===== config.mk =====
export PLATFORM = sky130hd
export DESIGN_NAME = dmem_store_buffer_flat
export DESIGN_NICKNAME = d
export VERILOG_FILES = /design/src/rtl/dmem_store_buffer_pkg.sv /design/src/rtl/dmem_store_buffer_if.sv /design/src/rtl/dmem_store_buffer_sb_match.sv /design/src/rtl/dmem_store_buffer.sv /design/src/flat_wrapper.sv
export SDC_FILE = /design/constraint.sdc
export NUM_CORES = 1
export LEC_CHECK = 0
export CAP_MARGIN = 20
export CORE_ASPECT_RATIO = 0.75
export CORE_MARGIN = 1.5
export CORE_UTILIZATION = 43
export DETAILED_ROUTE_END_ITERATION = 8
export PLACE_DENSITY = 0.72
export SETUP_SLACK_MARGIN = 0.5
export SLEW_MARGIN = 0
export SYNTH_ARGS = -nofsm -noshare
export SYNTH_HDL_FRONTEND = slang
export SYNTH_SLANG_ARGS = --single-unit
export TNS_END_PERCENT = 10

===== constraint.sdc =====
create_clock -name clk -period 8.5 [get_ports clk]
set_clock_uncertainty 0.2 [all_clocks]
set_input_delay 2.55 -clock clk [delete_from_list [all_inputs] [get_ports clk]]
set_output_delay 2.55 -clock clk [all_outputs]
set_load 0.05 [all_outputs]

===== src/rtl/dmem_store_buffer_pkg.sv =====
// Shared defaults and types for the data-memory store buffer.
package dmem_store_buffer_pkg;
  localparam int SB_DEPTH = 4;
  localparam int SB_AW    = 32;
  localparam int SB_DW    = 32;

  typedef struct packed {
    logic [SB_AW-1:0] addr;
    logic [SB_DW-1:0] data;
  } sb_entry_t;

  typedef enum logic [1:0] {ARB_IDLE, ARB_LOAD, ARB_DRAIN} sb_arb_e;
endpackage


===== src/rtl/dmem_store_buffer_if.sv =====
// Datapath request/response and data-memory port bundle for the store buffer.
interface dmem_store_buffer_if #(parameter int AW = 32, parameter int DW = 32);
  logic          st_valid;
  logic          ld_valid;
  logic [AW-1:0] addr;
  logic [DW-1:0] wdata;
  logic [DW-1:0] ld_data;
  logic          ld_ready;
  logic          stall;
  logic          sb_empty;
  logic          mem_wr;
  logic          mem_rd;
  logic [AW-1:0] mem_addr;
  logic [DW-1:0] mem_wdata;
  logic [DW-1:0] mem_rdata;

  modport master (
    output st_valid, ld_valid, addr, wdata, mem_rdata,
    input  ld_data, ld_ready, stall, sb_empty, mem_wr, mem_rd, mem_addr, mem_wdata
  );
  modport slave (
    input  st_valid, ld_valid, addr, wdata, mem_rdata,
    output ld_data, ld_ready, stall, sb_empty, mem_wr, mem_rd, mem_addr, mem_wdata
  );
endinterface


===== src/rtl/dmem_store_buffer_sb_match.sv =====
// Address match over pending stores; returns the youngest matching entry's data.
module sb_match #(
  parameter int DEPTH = 4,
  parameter int AW    = 32,
  parameter int DW    = 32,
  parameter int PW    = $clog2(DEPTH)
) (
  input  logic [DEPTH-1:0][AW-1:0] ent_addr,
  input  logic [DEPTH-1:0][DW-1:0] ent_data,
  input  logic [DEPTH-1:0]         ent_vld,
  input  logic [PW-1:0]            rd_ptr,
  input  logic [AW-1:0]            addr,
  output logic                     hit,
  output logic [DW-1:0]            data
);
  logic [PW-1:0] idx;

  // Walk oldest to youngest; later hits overwrite, so the youngest wins.
  always_comb begin
    hit  = 1'b0;
    data = '0;
    idx  = '0;
    for (int k = 0; k < DEPTH; k++) begin
      idx = rd_ptr + PW'(k);
      if (ent_vld[idx] && ent_addr[idx] == addr) begin
        hit  = 1'b1;
        data = ent_data[idx];
      end
    end
  end
endmodule


===== src/rtl/dmem_store_buffer.sv =====
// Store buffer owning the data-memory port: loads win the port, stores drain when idle.
// DMEM_SB_FWD_EN: forward load data from pending stores; otherwise matching loads stall.
module dmem_store_buffer
  import dmem_store_buffer_pkg::*;
#(
  parameter int DEPTH = SB_DEPTH,
  parameter int AW    = SB_AW,
  parameter int DW    = SB_DW
) (
  input logic                clk,
  input logic                rst,
  dmem_store_buffer_if.slave sb
);
  localparam int PW = $clog2(DEPTH);
  localparam int CW = PW + 1;

  logic [DEPTH-1:0][AW-1:0] ent_addr;
  logic [DEPTH-1:0][DW-1:0] ent_data;
  logic [DEPTH-1:0]         ent_vld;
  logic [PW-1:0]            rd_ptr, wr_ptr;
  logic [CW-1:0]            count;

  logic          ld_req, st_req, ld_blk, ld_go, drain, st_ok, enq, hit;
  logic [DW-1:0] fwd_data;
  sb_arb_e       arb;

  sb_match #(.DEPTH(DEPTH), .AW(AW), .DW(DW), .PW(PW)) u_match (
    .ent_addr (ent_addr),
    .ent_data (ent_data),
    .ent_vld  (ent_vld),
    .rd_ptr   (rd_ptr),
    .addr     (sb.addr),
    .hit      (hit),
    .data     (fwd_data)
  );

  // Requests are masked during reset so no port activity leaks out of that cycle.
  always_comb begin
    ld_req = sb.ld_valid & ~rst;
    st_req = sb.st_valid & ~rst;
`ifdef DMEM_SB_FWD_EN
    ld_blk = 1'b0;
`else
    ld_blk = ld_req & hit;
`endif
    ld_go = ld_req & ~ld_blk;
    if (rst)                arb = ARB_IDLE;
    else if (ld_go)         arb = ARB_LOAD;
    else if (count != '0)   arb = ARB_DRAIN;
    else                    arb = ARB_IDLE;
    drain = (arb == ARB_DRAIN);
    st_ok = (count < CW'(DEPTH)) | drain;
    enq   = st_req & st_ok & ~ld_blk;

    sb.stall     = (st_req & ~st_ok) | ld_blk;
    sb.sb_empty  = rst | (count == '0);
    sb.mem_rd    = (arb == ARB_LOAD);
    sb.mem_wr    = drain;
    sb.mem_addr  = '0;
    sb.mem_wdata = '0;
    if (arb == ARB_LOAD) sb.mem_addr = sb.addr;
    if (drain) begin
      sb.mem_addr  = ent_addr[rd_ptr];
      sb.mem_wdata = ent_data[rd_ptr];
    end
    // Without forwarding a served load never hits, so this also covers that build.
    sb.ld_ready = ld_go;
    sb.ld_data  = ld_go ? (hit ? fwd_data : sb.mem_rdata) : '0;
  end

  always_ff @(posedge clk) begin
    if (rst) begin
      rd_ptr  <= '0;
      wr_ptr  <= '0;
      count   <= '0;
      ent_vld <= '0;
    end else begin
      // Clear before set: on a full drain+enqueue rd_ptr==wr_ptr and the new entry must stay valid.
      if (drain) begin
        ent_vld[rd_ptr] <= 1'b0;
        rd_ptr          <= rd_ptr + PW'(1);
      end
      if (enq) begin
        ent_vld[wr_ptr] <= 1'b1;
        wr_ptr          <= wr_ptr + PW'(1);
      end
      case ({enq, drain})
        2'b10:   count <= count + CW'(1);
        2'b01:   count <= count - CW'(1);
        default: count <= count;
      endcase
    end
  end

  always_ff @(posedge clk) begin
    if (enq) begin
      ent_addr[wr_ptr] <= sb.addr;
      ent_data[wr_ptr] <= sb.wdata;
    end
  end
endmodule


===== src/flat_wrapper.sv =====
// flat-port wrapper written by rule: the top's interface ports become plain ports
module dmem_store_buffer_flat import dmem_store_buffer_pkg::*;
#(
  parameter int DEPTH = SB_DEPTH,
  parameter int AW    = SB_AW,
  parameter int DW    = SB_DW
)
  (clk, rst, sb_st_valid, sb_ld_valid, sb_addr, sb_wdata, sb_mem_rdata, sb_ld_data, sb_ld_ready, sb_stall, sb_sb_empty, sb_mem_wr, sb_mem_rd, sb_mem_addr, sb_mem_wdata);
  dmem_store_buffer_if #(.AW(AW), .DW(DW)) sb_i ();
  input logic clk;
  input logic rst;
  input wire logic [$bits(sb_i.st_valid)-1:0] sb_st_valid;
  input wire logic [$bits(sb_i.ld_valid)-1:0] sb_ld_valid;
  input wire logic [$bits(sb_i.addr)-1:0] sb_addr;
  input wire logic [$bits(sb_i.wdata)-1:0] sb_wdata;
  input wire logic [$bits(sb_i.mem_rdata)-1:0] sb_mem_rdata;
  output wire logic [$bits(sb_i.ld_data)-1:0] sb_ld_data;
  output wire logic [$bits(sb_i.ld_ready)-1:0] sb_ld_ready;
  output wire logic [$bits(sb_i.stall)-1:0] sb_stall;
  output wire logic [$bits(sb_i.sb_empty)-1:0] sb_sb_empty;
  output wire logic [$bits(sb_i.mem_wr)-1:0] sb_mem_wr;
  output wire logic [$bits(sb_i.mem_rd)-1:0] sb_mem_rd;
  output wire logic [$bits(sb_i.mem_addr)-1:0] sb_mem_addr;
  output wire logic [$bits(sb_i.mem_wdata)-1:0] sb_mem_wdata;
  assign sb_i.st_valid = sb_st_valid;
  assign sb_i.ld_valid = sb_ld_valid;
  assign sb_i.addr = sb_addr;
  assign sb_i.wdata = sb_wdata;
  assign sb_i.mem_rdata = sb_mem_rdata;
  assign sb_ld_data = sb_i.ld_data;
  assign sb_ld_ready = sb_i.ld_ready;
  assign sb_stall = sb_i.stall;
  assign sb_sb_empty = sb_i.sb_empty;
  assign sb_mem_wr = sb_i.mem_wr;
  assign sb_mem_rd = sb_i.mem_rd;
  assign sb_mem_addr = sb_i.mem_addr;
  assign sb_mem_wdata = sb_i.mem_wdata;
  dmem_store_buffer #(.DEPTH(DEPTH), .AW(AW), .DW(DW)) u_core (.clk(clk), .rst(rst), .sb(sb_i));
endmodule

### Yosys cells after proc, flatten, opt, wreduce, memory -nomap -nowiden

Index checks and enable logic that the tools add are counted.

| storage, ports and cells | value |
|---|---|
| register bits | 267 |
| input bits | 100 |
| output and inout bits | 101 |
| word-level logic and storage cells | 111 |

| cells by class | value |
|---|---|
| add/sub/neg operators | 6 |
| order comparisons | 8 |
| equality and inequality tests | 8 |
| multiplexer cells | 52 |
| bitwise operators | 16 |
| reductions and logical operators | 9 |

Operators by type and width:

| kind | number |
|---|---|
| two-way mux 32 bit | 18 |
| binary-select mux 32 bit (select 2 bit) | 8 |
| bitwise mux 128 bit | 2 |
| == test 32 bit | 4 |
| demux 32 bit (select 2 bit) | 1 |
| < comparator 2 x 3 -> 1 bit, second input constant | 5 |
| two-way mux 4 bit | 3 |
| two-way mux 1 bit | 10 |
| binary-select mux 1 bit (select 2 bit) | 4 |
| bitwise AND 1 bit | 7 |
| logical AND 1 bit | 6 |
| two-way mux 2 bit | 3 |
| case mux 3 bit (2 select lines) | 1 |
| adder 2 x 1 -> 2 bit, second input constant | 2 |
| adder 2 bit, second input constant | 2 |
| bitwise AND 4 bit | 1 |
| demux 1 bit (select 2 bit) | 2 |
| == test 2 x 1 -> 1 bit, second input constant | 2 |
| == test 2 bit, second input constant | 2 |
| greater-or-equal comparator 2 x 1 -> 1 bit, second input constant | 2 |
| inverter 4 bit | 1 |
| bitwise OR 4 bit | 1 |
| adder 3 x 1 -> 3 bit, second input constant | 1 |
| zero test 3 bit | 1 |
| other kinds (6) | 10 |

### Longest topological paths before layout

Gate-level depths: netlist (run 1).

| depth | value |
|---|---|
| depth after elaboration | 19 |
| mapped depth | 25 |
| mapped depth without buffers | 17 |

### Cells and area by module

Synthesis (run 1) repeated with hierarchy kept, for this count alone.

| unflattened totals | value |
|---|---|
| cells, all modules | 1658 |
| area total of the unflattened synthesis | 19891.6 sq um |

Modules (own cells, without submodules):

| module | instances | cells each | area each (sq um) |
|---|---|---|---|
| dmem_store_buffer | 1 | 525 | 10639.0 |
| sb_match | 1 | 1133 | 9252.6 |

### Least setup slack after synthesis (run 1)

OpenSTA, ideal clock, no wires.

| path | value |
|---|---|
| path kind | input to output |
| from | input port sb_addr[19] |
| to | output port sb_mem_addr[10] |
| arrival time | 5.609 ns |
| required time | 5.750 ns |
| slack | 0.141 ns |
| stages on the path | 9 |
| path buffers | 2 |
| cell sequence | buf_1 -> xnor2_1 -> a2111oi_2 -> o2111ai_1 -> a2111o_1 -> nor4_4 -> nor4_4 -> buf_2 -> o31ai_1 |

| between the ends | value |
|---|---|
| longest elaborated chain between the ends | 14 |
| elaborated cells on any way between the ends | 21 |
| those cells by class | eq/ne: 6; mux: 8; bitwise: 3; reduce/logical: 4 |

Ends and longest elaborated chain:

| item | line | RTL |
|---|---|---|
| start, declared | flat_wrapper.sv:14 | `input wire logic [$bits(sb_i.addr)-1:0] sb_addr;` |
| == test 32 bit | dmem_store_buffer_sb_match.sv:25 | `if (ent_vld[idx] && ent_addr[idx] == addr) begin` |
| logical AND 1 bit | dmem_store_buffer_sb_match.sv:25 |  |
| two-way mux 1 bit (3 in a row) | dmem_store_buffer_sb_match.sv:25 |  |
| two-way mux 1 bit (*) | dmem_store_buffer_sb_match.sv:25 |  |
| bitwise AND 1 bit (*) | dmem_store_buffer.sv:44 | `ld_blk = ld_req & hit;` |
| inverter 1 bit (*) | dmem_store_buffer.sv:46 | `ld_go = ld_req & ~ld_blk;` |
| bitwise AND 1 bit (*) | dmem_store_buffer.sv:46 |  |
| two-way mux 2 bit (*) | dmem_store_buffer.sv:48 | `else if (ld_go) arb = ARB_LOAD;` |
| two-way mux 2 bit (*) | dmem_store_buffer.sv:47 | `if (rst) arb = ARB_IDLE;` |
| == test 2 x 1 -> 1 bit | dmem_store_buffer.sv:61 | `if (arb == ARB_LOAD) sb.mem_addr = sb.addr;` |
| two-way mux 32 bit | dmem_store_buffer.sv:61 |  |
| two-way mux 32 bit (*) | dmem_store_buffer.sv:62 | `if (drain) begin` |
| end, declared | flat_wrapper.sv:23 | `output wire logic [$bits(sb_i.mem_addr)-1:0] sb_mem_addr;` |

Every way passes the cells marked *; elsewhere a longest branch is shown, timed or not.

### Final worst setup path (run 1)

| path | value |
|---|---|
| from | input port sb_addr[21] |
| to | output port sb_mem_addr[14] |

Same word-level chain as after synthesis.

==> results of run 1 <==
-- layer usage --
| metal | global-route usage [%] | vias up |
|---|---|---|
| met5 | 1.11 | - |
| met4 | 4.79 | 2 |
| met3 | 5.33 | 59 |
| met2 | 37.9 | 525 |
| met1 | 34.2 | 5376 |
| li1 | - | 4740 |
-- worst max-delay path, stage by stage --
cell,delay [ps]
dlygate4sd2_1,330
buf_6,190
a2bb2oi_1,130
a21oi_1,110
a211o_1,340
nor4_2,260
buf_4,160
o2bb2ai_4,130
nor4_4,60
buf_6,160
bufbuf_16,300
o21ai_1,280
buf_12,180
-- metrics by stage --
step	hold slack, ps	setup WS [ps]	total power (W)	util (%)
after floorplan	262	141	0.00289	-
after global placement	280	54.6	0.00354	53.6
after detailed placement	332	4.40	0.00355	53.6
after CTS	338	493	0.00472	57.6
after global routing	390	494	0.00492	58.1
final	343	550	0.00474	58.1
-- power by group --
| group | switching [W] | leakage (nW) | total, W | internal (W) |
|---|---|---|---|---|
| clock network | 0.000479 | 0.377 | 0.00105 | 0.000576 |
| registers | 0.0000237 | 2.42 | 0.00151 | 0.00149 |
| logic | 0.00118 | 4.04 | 0.00217 | 0.000987 |
-- logic make-up (layout without fill, tap and decap cells) --
group	count (synthesis)	count (layout)	share of synthesized area, %
and+or+nand+nor	260	261	9.58
other	0	1	0
DFF	267	267	52.2
muxes	195	195	20.4
AOI/OAI and AO/OA	149	149	6.71
adders and majority gates	10	10	0.875
buffers and inverters	110	366	3.52
xor gates and xnor gates	116	116	6.70
-- sequential cells by signal, summed over array words and instances, names as in the netlist --
register / flops
u_core.count: 3
u_core.wr_ptr: 2
u_core.ent_data: 128
u_core.rd_ptr: 2
u_core.ent_vld: 4
u_core.ent_addr: 128
-- worst paths after layout --
kind,to,startpoint,cells past startpoint,slack [ps]
worst max-delay path,sb_mem_addr[14],sb_addr[21],13,550
worst min-delay path,u_core.wr_ptr[0],u_core.wr_ptr[0],1,340
worst max register to register,u_core.ent_addr[60],u_core.rd_ptr[0],13,2590
worst min register to register,u_core.wr_ptr[0],u_core.wr_ptr[0],1,340
-- synthesized netlist by cell type (12+ instances only) --
cell type / count / area [µm²]
edfxtp_1: 256 / 7690
mux2i_1: 93 / 931
mux4_2: 89 / 2000
nand2_1: 86 / 323
xnor2_1: 79 / 692
o21ai_0: 47 / 235
clkbuf_1: 43 / 161
and2_1: 39 / 244
xor2_1: 37 / 324
nor2b_2: 27 / 236
a21oi_1: 21 / 105
nor2_1: 19 / 71.3
inv_1: 18 / 67.6
nand3_1: 16 / 80.1
nand4_1: 15 / 93.8
buf_1: 14 / 52.6
buf_2: 13 / 65.1
nor2b_1: 13 / 81.3
buf_4: 12 / 90.1
-- final cells by class --
cell class | count | area share (%)
Clock inverter | 16 | 0.354
Clock buffer | 31 | 3.43
Timing Repair Buffer | 299 | 17.5
Multi-Input combinational cell | 731 | 36.2
Antenna cell | 1 | 0.0124
Inverter | 20 | 0.373
Tap cell | 457 | 2.84
Sequential cell | 267 | 39.3
-- cell usage in the layout (no fill, tap or decap), types with 12 or more instances in the layout --
master and instances:
edfxtp_1 256, buf_4 106, mux2i_1 92, mux4_2 89, nand2_1 85, buf_12 78, clkdlybuf4s50_1 69, xnor2_1 64
and2_1 39, xor2_1 34, clkbuf_16 28, o21ai_0 25, o21ai_1 25, nor2b_4 25, a21oi_1 20, inv_1 16
nand3_1 15, nand4_1 15, nor2_1 14, clkbuf_2 12, buf_6 12
-- repair_timing --
item | CTS | global route
endpoints found under the setup margin | 98 | 65
buffers inserted | 10 | 4
hold buffers | 0 | 0
pin swaps | 22 | 25
cloned | 4 | 1
resized for setup | 160 | 49
==> results.sh, run 1 <==
export IMPL_powerDensity_nw_per_um2=235
export IMPL_hold_class="register to register"
export IMPL_synthArstFlopShare_pct=0
export IMPL_synth_seq_cells=267
export IMPL_grtUsageTotal_pct=24.0
export IMPL_critPathLaunchType="input port"
export IMPL_drc=0
export IMPL_critPathMaxFanout=21
export IMPL_wl_met1_mm=18.5
export IMPL_max_freq_ghz=0.126
export IMPL_place_congestion=0.968
export IMPL_die_y_um=166
export IMPL_slew_violations=0
export IMPL_clock_path_buffers=3
export IMPL_vdd_drop_max_v=0.000206
export IMPL_yosysSeqAreaShare_pct=52.2
export IMPL_die_x_um=220
export IMPL_clockRootBuffer="clkbuf_16"
export IMPL_antenna_found_initial=1
export IMPL_relSlewSlack_pct=31.7
export IMPL_worst_pin_slew_ps=1020
export IMPL_drive_above_1_share_pct=32.9
export IMPL_syn_area_um2=15200
export IMPL_wl_per_cell_um=24.0
export IMPL_num_vias=10702
export IMPL_min_period_ps=7950
export IMPL_core_region_area_um2=34700
export IMPL_drt_iter0_markers=1121
export IMPL_dr_max_layer_used="met5"
export IMPL_vias_per_cell=5.87
export IMPL_path_clk_slew_ps=60
export IMPL_firstDrtPassIters=7
export IMPL_hold_viol_final=0
export IMPL_synth_edf_count=256
export IMPL_place_area_um2=18600
export IMPL_setup_viol=0
export IMPL_synth_area_per_cell_um2=13.7
export IMPL_worstSetupEndpointType="output port"
export IMPL_arrival_ps=5200
export IMPL_wl_met3_mm=4.21
export IMPL_maxCapViolations=0
export IMPL_synth_nets=1217
export IMPL_regArea_um2=7920
export IMPL_clk_latency_ps=550
export IMPL_grt_max_degree=139
export IMPL_nFillCells=2719
export IMPL_multi_input_area_um2=7300
export IMPL_fin_cells=1822
export IMPL_port_buffers=200
export IMPL_ys_flop_type="edfxtp_1"
export IMPL_grt_pass1_vias=10466
export IMPL_rsz0062_at_grt="false"
export IMPL_row_count=59
export IMPL_cp_data_required_time_ps=5750
export IMPL_numCtsBuffers=27
export IMPL_area_growth_synth_to_final_pct=33.0
export IMPL_io_pins=201
export IMPL_grt_pass1_wl_mm=64.9
export IMPL_dp_cells=1755
export IMPL_htreeDepth=1
export IMPL_yosysUniqueCellTypes=67
export IMPL_synth_cells=1107
export IMPL_leakagePower_nw=6.83
export IMPL_floorplan_die_area_um2=36400
export IMPL_overflow=0
export IMPL_cts_tree="built"
export IMPL_dpl_hpwl_mm=29.5
export IMPL_fin_nets=1456
export IMPL_cts_sinks=267
export IMPL_start_util_pct=43.7
export IMPL_tns_ps=0
export IMPL_route_antenna_remaining_nets=0
export IMPL_routed_wl_mm=43.7
export IMPL_dr_wl_met2_mm=20.2
export IMPL_path_class="input port to output port"
export IMPL_period_share_pct=93.5
export IMPL_yosys_warnings=0
export IMPL_design_area_um2=20200
export IMPL_outcome="complete, no violations"
Power figures use the tool's default switching activity.
==> inputs of run 2 (changes only) <==
--- a/config.mk
+++ b/config.mk
@@ -7,7 +7,6 @@
 export LEC_CHECK = 0
 export CAP_MARGIN = 20
 export CORE_ASPECT_RATIO = 0.75
-export CORE_MARGIN = 1.5
 export CORE_UTILIZATION = 43
 export DETAILED_ROUTE_END_ITERATION = 8
 export PLACE_DENSITY = 0.72
==> run 2 against run 1 <==
Against the previous run:
- first-iteration DRC count is 8.8% higher
- wire length is 2.1% higher
- global-route usage is 0.22 points higher
- highest routed layer is now met4
==> results.sh, run 2 (same netlist as run 1, synthesis figures left out) <==
export IMPL_firstDrtPassIters=8
export IMPL_whs_path_depth=1
export IMPL_grt_pass1_wl_mm=64.6
export IMPL_period_share_pct=94.4
export IMPL_routed_wl_mm=44.6
export IMPL_floorplan_die_area_um2=36000
export IMPL_critPathMaxFanout=6
export IMPL_area_growth_synth_to_final_pct=34.9
export IMPL_row_count=59
export IMPL_core_region_area_um2=34700
export IMPL_cp_data_required_time_ps=5750
export IMPL_port_buffers=200
export IMPL_hold_class="register to register"
export IMPL_clk_latency_ps=560
export IMPL_drc=0
export IMPL_hold_buffers=0
export IMPL_clockRootBuffer="clkbuf_16"
export IMPL_place_congestion=1.04
export IMPL_maxCapViolations=0
export IMPL_tns_ps=0
export IMPL_max_freq_ghz=0.125
export IMPL_rsz0062_at_grt="true"
export IMPL_holdWs_ps=323
export IMPL_clock_path_buffers=3
export IMPL_cp_slowest_cell="a2111o_1"
export IMPL_dr_max_layer_used="met4"
export IMPL_start_util_pct=43.7
export IMPL_dr_wl_met2_mm=20.4
export IMPL_drive_above_1_share_pct=34.6
export IMPL_r2r_start="u_core.rd_ptr[0]"
export IMPL_die_y_um=165
export IMPL_worstHoldEndpoint="u_core.wr_ptr[0]"
export IMPL_die_x_um=219
export IMPL_arrival_ps=5270
export IMPL_layout_common_cells="256 x edfxtp_1, 117 x buf_4, 93 x mux2i_1, 89 x mux4_2, 85 x nand2_1"
export IMPL_cts_sinks=267
export IMPL_path_class="input port to output port"
export IMPL_vdd_drop_max_v=0.000147
export IMPL_crit_buf_inv=6
export IMPL_outcome="complete, no violations"
export IMPL_numCtsBuffers=27
export IMPL_grtUsageTotal_pct=24.3
export IMPL_hold_viol_final=0
export IMPL_powerDensity_nw_per_um2=243
export IMPL_leakagePower_nw=7.00
export IMPL_worst_pin_slew_ps=979
export IMPL_wl_met1_mm=19.4
export IMPL_htreeDepth=1
export IMPL_dpl_hpwl_mm=29.5
export IMPL_num_vias=10731
export IMPL_crit_path_frequent_cell="buf_12"
export IMPL_overflow=0
export IMPL_final_common_cell="edfxtp_1"
export IMPL_wl_per_cell_um=24.4
export IMPL_reg_largest_list="u_core.ent_addr x128, u_core.ent_data x128, u_core.ent_vld x4"
export IMPL_cp_cell_sequence="buf_8 > nand2b_4 > nand3_4 > a2111oi_4 > o2111ai_1 > a2111o_1 > nor4_4 > nor4_4 > buf_6 > nand2b_4 > buf_12 > buf_12 > buf_12 > nor2b_4 > buf_12"
export IMPL_worstSetupEndpointType="output port"
export IMPL_route_antenna_remaining_nets=0
export IMPL_critPathLaunchType="input port"
export IMPL_slew_violations=0
export IMPL_path_clk_slew_ps=60
export IMPL_setup_viol=0
export IMPL_io_pins=201
export IMPL_r2r_cells=20
export IMPL_min_period_ps=8020
export IMPL_antenna_found_initial=0
export IMPL_n_antenna_cell=0
export IMPL_hold_start="u_core.wr_ptr[0]"
export IMPL_cp_depth=15
export IMPL_cts_tree="built"
export IMPL_relSlewSlack_pct=34.8
export IMPL_grt_max_degree=83
export IMPL_r2r_end="u_core.count[2]"
export IMPL_wl_met3_mm=4.16
export IMPL_critical_path_max_stage_delay_ps=470
export IMPL_crit_family="compound AO/OA/AOI/OAI gates"
export IMPL_drt_iter0_markers=1220
export IMPL_ff2ff_setup_slack_ps=2740
export IMPL_vias_per_cell=5.86
export IMPL_fin_nets=1465
export IMPL_grt_pass1_vias=10300
-- run 2: changes by cell type in the layout (fill, tap and decap cells not counted), sizes merged, moves of 2 or more --
cell,previous run,this run
buf,200,208
clkinv,16,11
bufinv,0,4
clkinvlp,0,4
clkbuf,44,41
dlymetal6s2s,2,5
inv,20,22
-- run 2: power by group --
part           leakage, nW  internal, W  switching, W  total [W]
registers             2.42      0.00149     0.0000412    0.00153
logic                 4.14      0.00102       0.00120    0.00222
clock network        0.440     0.000707      0.000521    0.00123
-- run 2: how the worst max path moves through the flow --
| stage | endpoint | startpoint |
|---|---|---|
| finish | sb_mem_wdata[16] | sb_addr[23] |
| global route | sb_mem_wdata[12] | sb_addr[23] |
| CTS | sb_mem_wdata[5] | sb_addr[17] |
| detailed placement | sb_mem_addr[10] | sb_addr[0] |
| global placement | sb_mem_addr[19] | sb_addr[0] |
| floorplan | sb_mem_addr[10] | sb_addr[19] |
-- run 2: cell type report --
type	count	area [µm²]
fill	2708	14200
sequential	267	7920
clock inverter	21	225
timing repair buffer	309	3620
clock buffer	28	679
inverter	20	81.3
multi-input combinational	730	7350
tap	457	572
-- run 2: routing by layer --
| metal | GRT usage [%] | up-vias |
|---|---|---|
| li1 | - | 4745 |
| met1 | 35.5 | 5388 |
| met2 | 36.6 | 553 |
| met3 | 5.82 | 45 |
| met4 | 5.33 | 0 |
| met5 | 0 | - |
-- run 2: through the flow --
stage	power, W	util (%)	setup slack [ps]	std cells	instance area (µm²)
final	0.00498	58.9	479	1832	20400
after floorplan	0.00289	-	141	1107	15200
after global placement	0.00356	53.5	37.1	1751	18600
after CTS	0.00485	57.3	397	1816	19900
after detailed placement	0.00356	53.5	46.5	1751	18600
after global routing	0.00515	58.9	369	1832	20400
-- run 2: what timing repair did --
action,CTS,global route
gates resized for setup,87,114
cloned,3,3
pin swaps,20,27
endpoints found under the setup margin,99,99
setup buffers,13,13
==> inputs of run 3 (changes only) <==
--- a/config.mk
+++ b/config.mk
@@ -7,9 +7,10 @@
 export LEC_CHECK = 0
 export CAP_MARGIN = 20
 export CORE_ASPECT_RATIO = 0.75
-export CORE_UTILIZATION = 43
+export CORE_UTILIZATION = 50
 export DETAILED_ROUTE_END_ITERATION = 8
-export PLACE_DENSITY = 0.72
+export MAX_ROUTING_LAYER = met4
+export PLACE_DENSITY = 0.81
 export SETUP_SLACK_MARGIN = 0.5
 export SLEW_MARGIN = 0
 export SYNTH_ARGS = -nofsm -noshare
==> run 3 against run 2 <==
Against the previous run:
- register-to-register slack worse by 340 ps
- cell count down 2.4%
- count of clock-buffer cells in the layout up 2
- non-clock buffer count up 17
- setup slack worse by 9.4 ps
- sequential share of layout area up 0.17 points
- via count up 2.2%
- core utilization up 10 points
- first-iteration DRC count down 1.3%
- combinational power down 3%
- power down 1.7%
==> results.sh, run 3 (same netlist as run 1, synthesis figures left out) <==
export IMPL_outcome="complete, no violations"
export IMPL_leakagePower_nw=6.98
export IMPL_critPathMaxFanout=6
export IMPL_fin_nets=1483
export IMPL_period_share_pct=94.5
export IMPL_slew_violations=0
export IMPL_core_region_area_um2=29500
export IMPL_cts_sinks=267
export IMPL_clk_latency_ps=550
export IMPL_overflow=0
export IMPL_worstSetupEndpointType="output port"
export IMPL_htreeDepth=1
export IMPL_seq_power_share_pct=31.7
export IMPL_clockRootBuffer="clkbuf_16"
export IMPL_maxCapViolations=0
export IMPL_nFillCells=1991
export IMPL_design_area_um2=20400
export IMPL_dpl_hpwl_mm=29.7
export IMPL_final_common_cell="edfxtp_1"
export IMPL_powerDensity_nw_per_um2=240
export IMPL_cp_data_required_time_ps=5750
export IMPL_grt_max_degree=73
export IMPL_port_buffers=200
export IMPL_routed_wl_mm=44.0
export IMPL_path_class="input port to output port"
export IMPL_vdd_drop_max_v=0.000141
export IMPL_layout_common_cells="256 x edfxtp_1, 129 x buf_4, 93 x mux2i_1, 89 x mux4_2, 81 x nand2_1"
export IMPL_hold_class="register to register"
export IMPL_internal_power_w=0.00315
export IMPL_switchingPower_w=0.00173
export IMPL_rsz0062_at_grt="true"
export IMPL_utilization_pct=69.1
export IMPL_path_clk_slew_ps=60
export IMPL_route_antenna_remaining_nets=0
export IMPL_grt_pass1_wl_mm=66.3
export IMPL_r2r_cells=20
export IMPL_pwr_share_comb_pct=44.0
export IMPL_setup_viol=0
export IMPL_hold_viol_final=0
export IMPL_grtUsageTotal_pct=29.2
export IMPL_antenna_found_initial=3
export IMPL_max_freq_ghz=0.125
export IMPL_drc=0
export IMPL_arrival_ps=5280
export IMPL_area_growth_synth_to_final_pct=34.3
export IMPL_clock_path_buffers=3
export IMPL_floorplan_die_area_um2=31000
export IMPL_die_y_um=153
export IMPL_wl_per_cell_um=24.6
export IMPL_worst_pin_slew_ps=1070
export IMPL_vias_per_cell=6.13
export IMPL_drt_iter0_markers=1204
export IMPL_numCtsBuffers=27
export IMPL_start_util_pct=51.5
export IMPL_die_x_um=203
export IMPL_num_vias=10965
export IMPL_whs_path_depth=1
export IMPL_grt_pass1_vias=10917
export IMPL_reg_largest_list="u_core.ent_addr x128, u_core.ent_data x128, u_core.ent_vld x4"
export IMPL_place_congestion=1.07
export IMPL_min_period_ps=8030
export IMPL_firstDrtPassIters=5
export IMPL_cts_tree="built"
export IMPL_row_count=54
export IMPL_critPathLaunchType="input port"
export IMPL_place_area_um2=18600
export IMPL_pwr_share_clk_pct=24.3
export IMPL_swShare_pct=35.5
export IMPL_drive_above_1_share_pct=35.8
export IMPL_relSlewSlack_pct=28.5
export IMPL_io_pins=201
-- run 3: final cells by class --
| class | count | area [µm²] | area share, % |
|---|---|---|---|
| multi-input combinational | 731 | 7250 | 35.6 |
| tap | 392 | 490 | 2.41 |
| clock inverter | 19 | 186 | 0.916 |
| inverter | 20 | 80.1 | 0.393 |
| clock buffer | 30 | 687 | 3.37 |
| antenna | 3 | 7.51 | 0.0369 |
| timing repair buffer | 326 | 3740 | 18.4 |
| sequential | 267 | 7920 | 38.9 |
-- run 3: critical path, stage by stage --
cell and delay (ps):
clkdlybuf4s15_1 370, inv_1 180, xnor2_1 210, nand3_1 150, a21oi_4 250, nand3_4 110
nor4_4 390, nor4_4 80, buf_6 150, buf_12 130, buf_12 140, buf_12 150
o21ai_4 150, buf_6 120, buf_12 130
-- run 3: timing repair --
item	CTS	global route
hold buffers	0	0
pin swaps	25	22
setup buffers	18	3
resized for setup	159	47
cloned	6	0
setup endpoints to repair	99	92
-- run 3: per-stage QoR --
step	instances	setup TNS (ps)	setup WS, ps	total power [W]	hold slack, ps
finish	1788	0	470	0.00489	316
CTS	1782	0	470	0.00486	320
global placement	1709	-158	-56.2	0.00354	283
floorplan	1107	0	141	0.00289	262
detailed placement	1709	-250	-72.3	0.00356	301
global route	1788	0	423	0.00506	366
-- run 3: routing by layer --
layer | part of all wire (%) | vias up | track usage, %
li1 | - | 4778 | -
met2 | 45 | 599 | 42.4
met1 | 42 | 5509 | 41.4
met5 | 0 | - | -
met4 | 2.1 | 0 | 6.62
met3 | 11 | 79 | 7.49
-- run 3: worst paths after layout --
kind / slack [ps] / end / start
min reg2reg: 320 / u_core.wr_ptr[0] / u_core.wr_ptr[0]
min: 320 / u_core.wr_ptr[0] / u_core.wr_ptr[0]
max reg2reg: 2400 / u_core.count[2] / u_core.rd_ptr[0]
max: 470 / sb_mem_addr[5] / sb_addr[29]
-- run 3: power groups by stage --
stage | registers (W) | clock network [W] | logic, W
after floorplan | 0.00153 | 0 | 0.00136
after global placement | 0.00157 | 0 | 0.00197
after detailed placement | 0.00158 | 0 | 0.00198
after CTS | 0.00155 | 0.00120 | 0.00211
after global routing | 0.00156 | 0.00125 | 0.00225
final | 0.00155 | 0.00119 | 0.00215
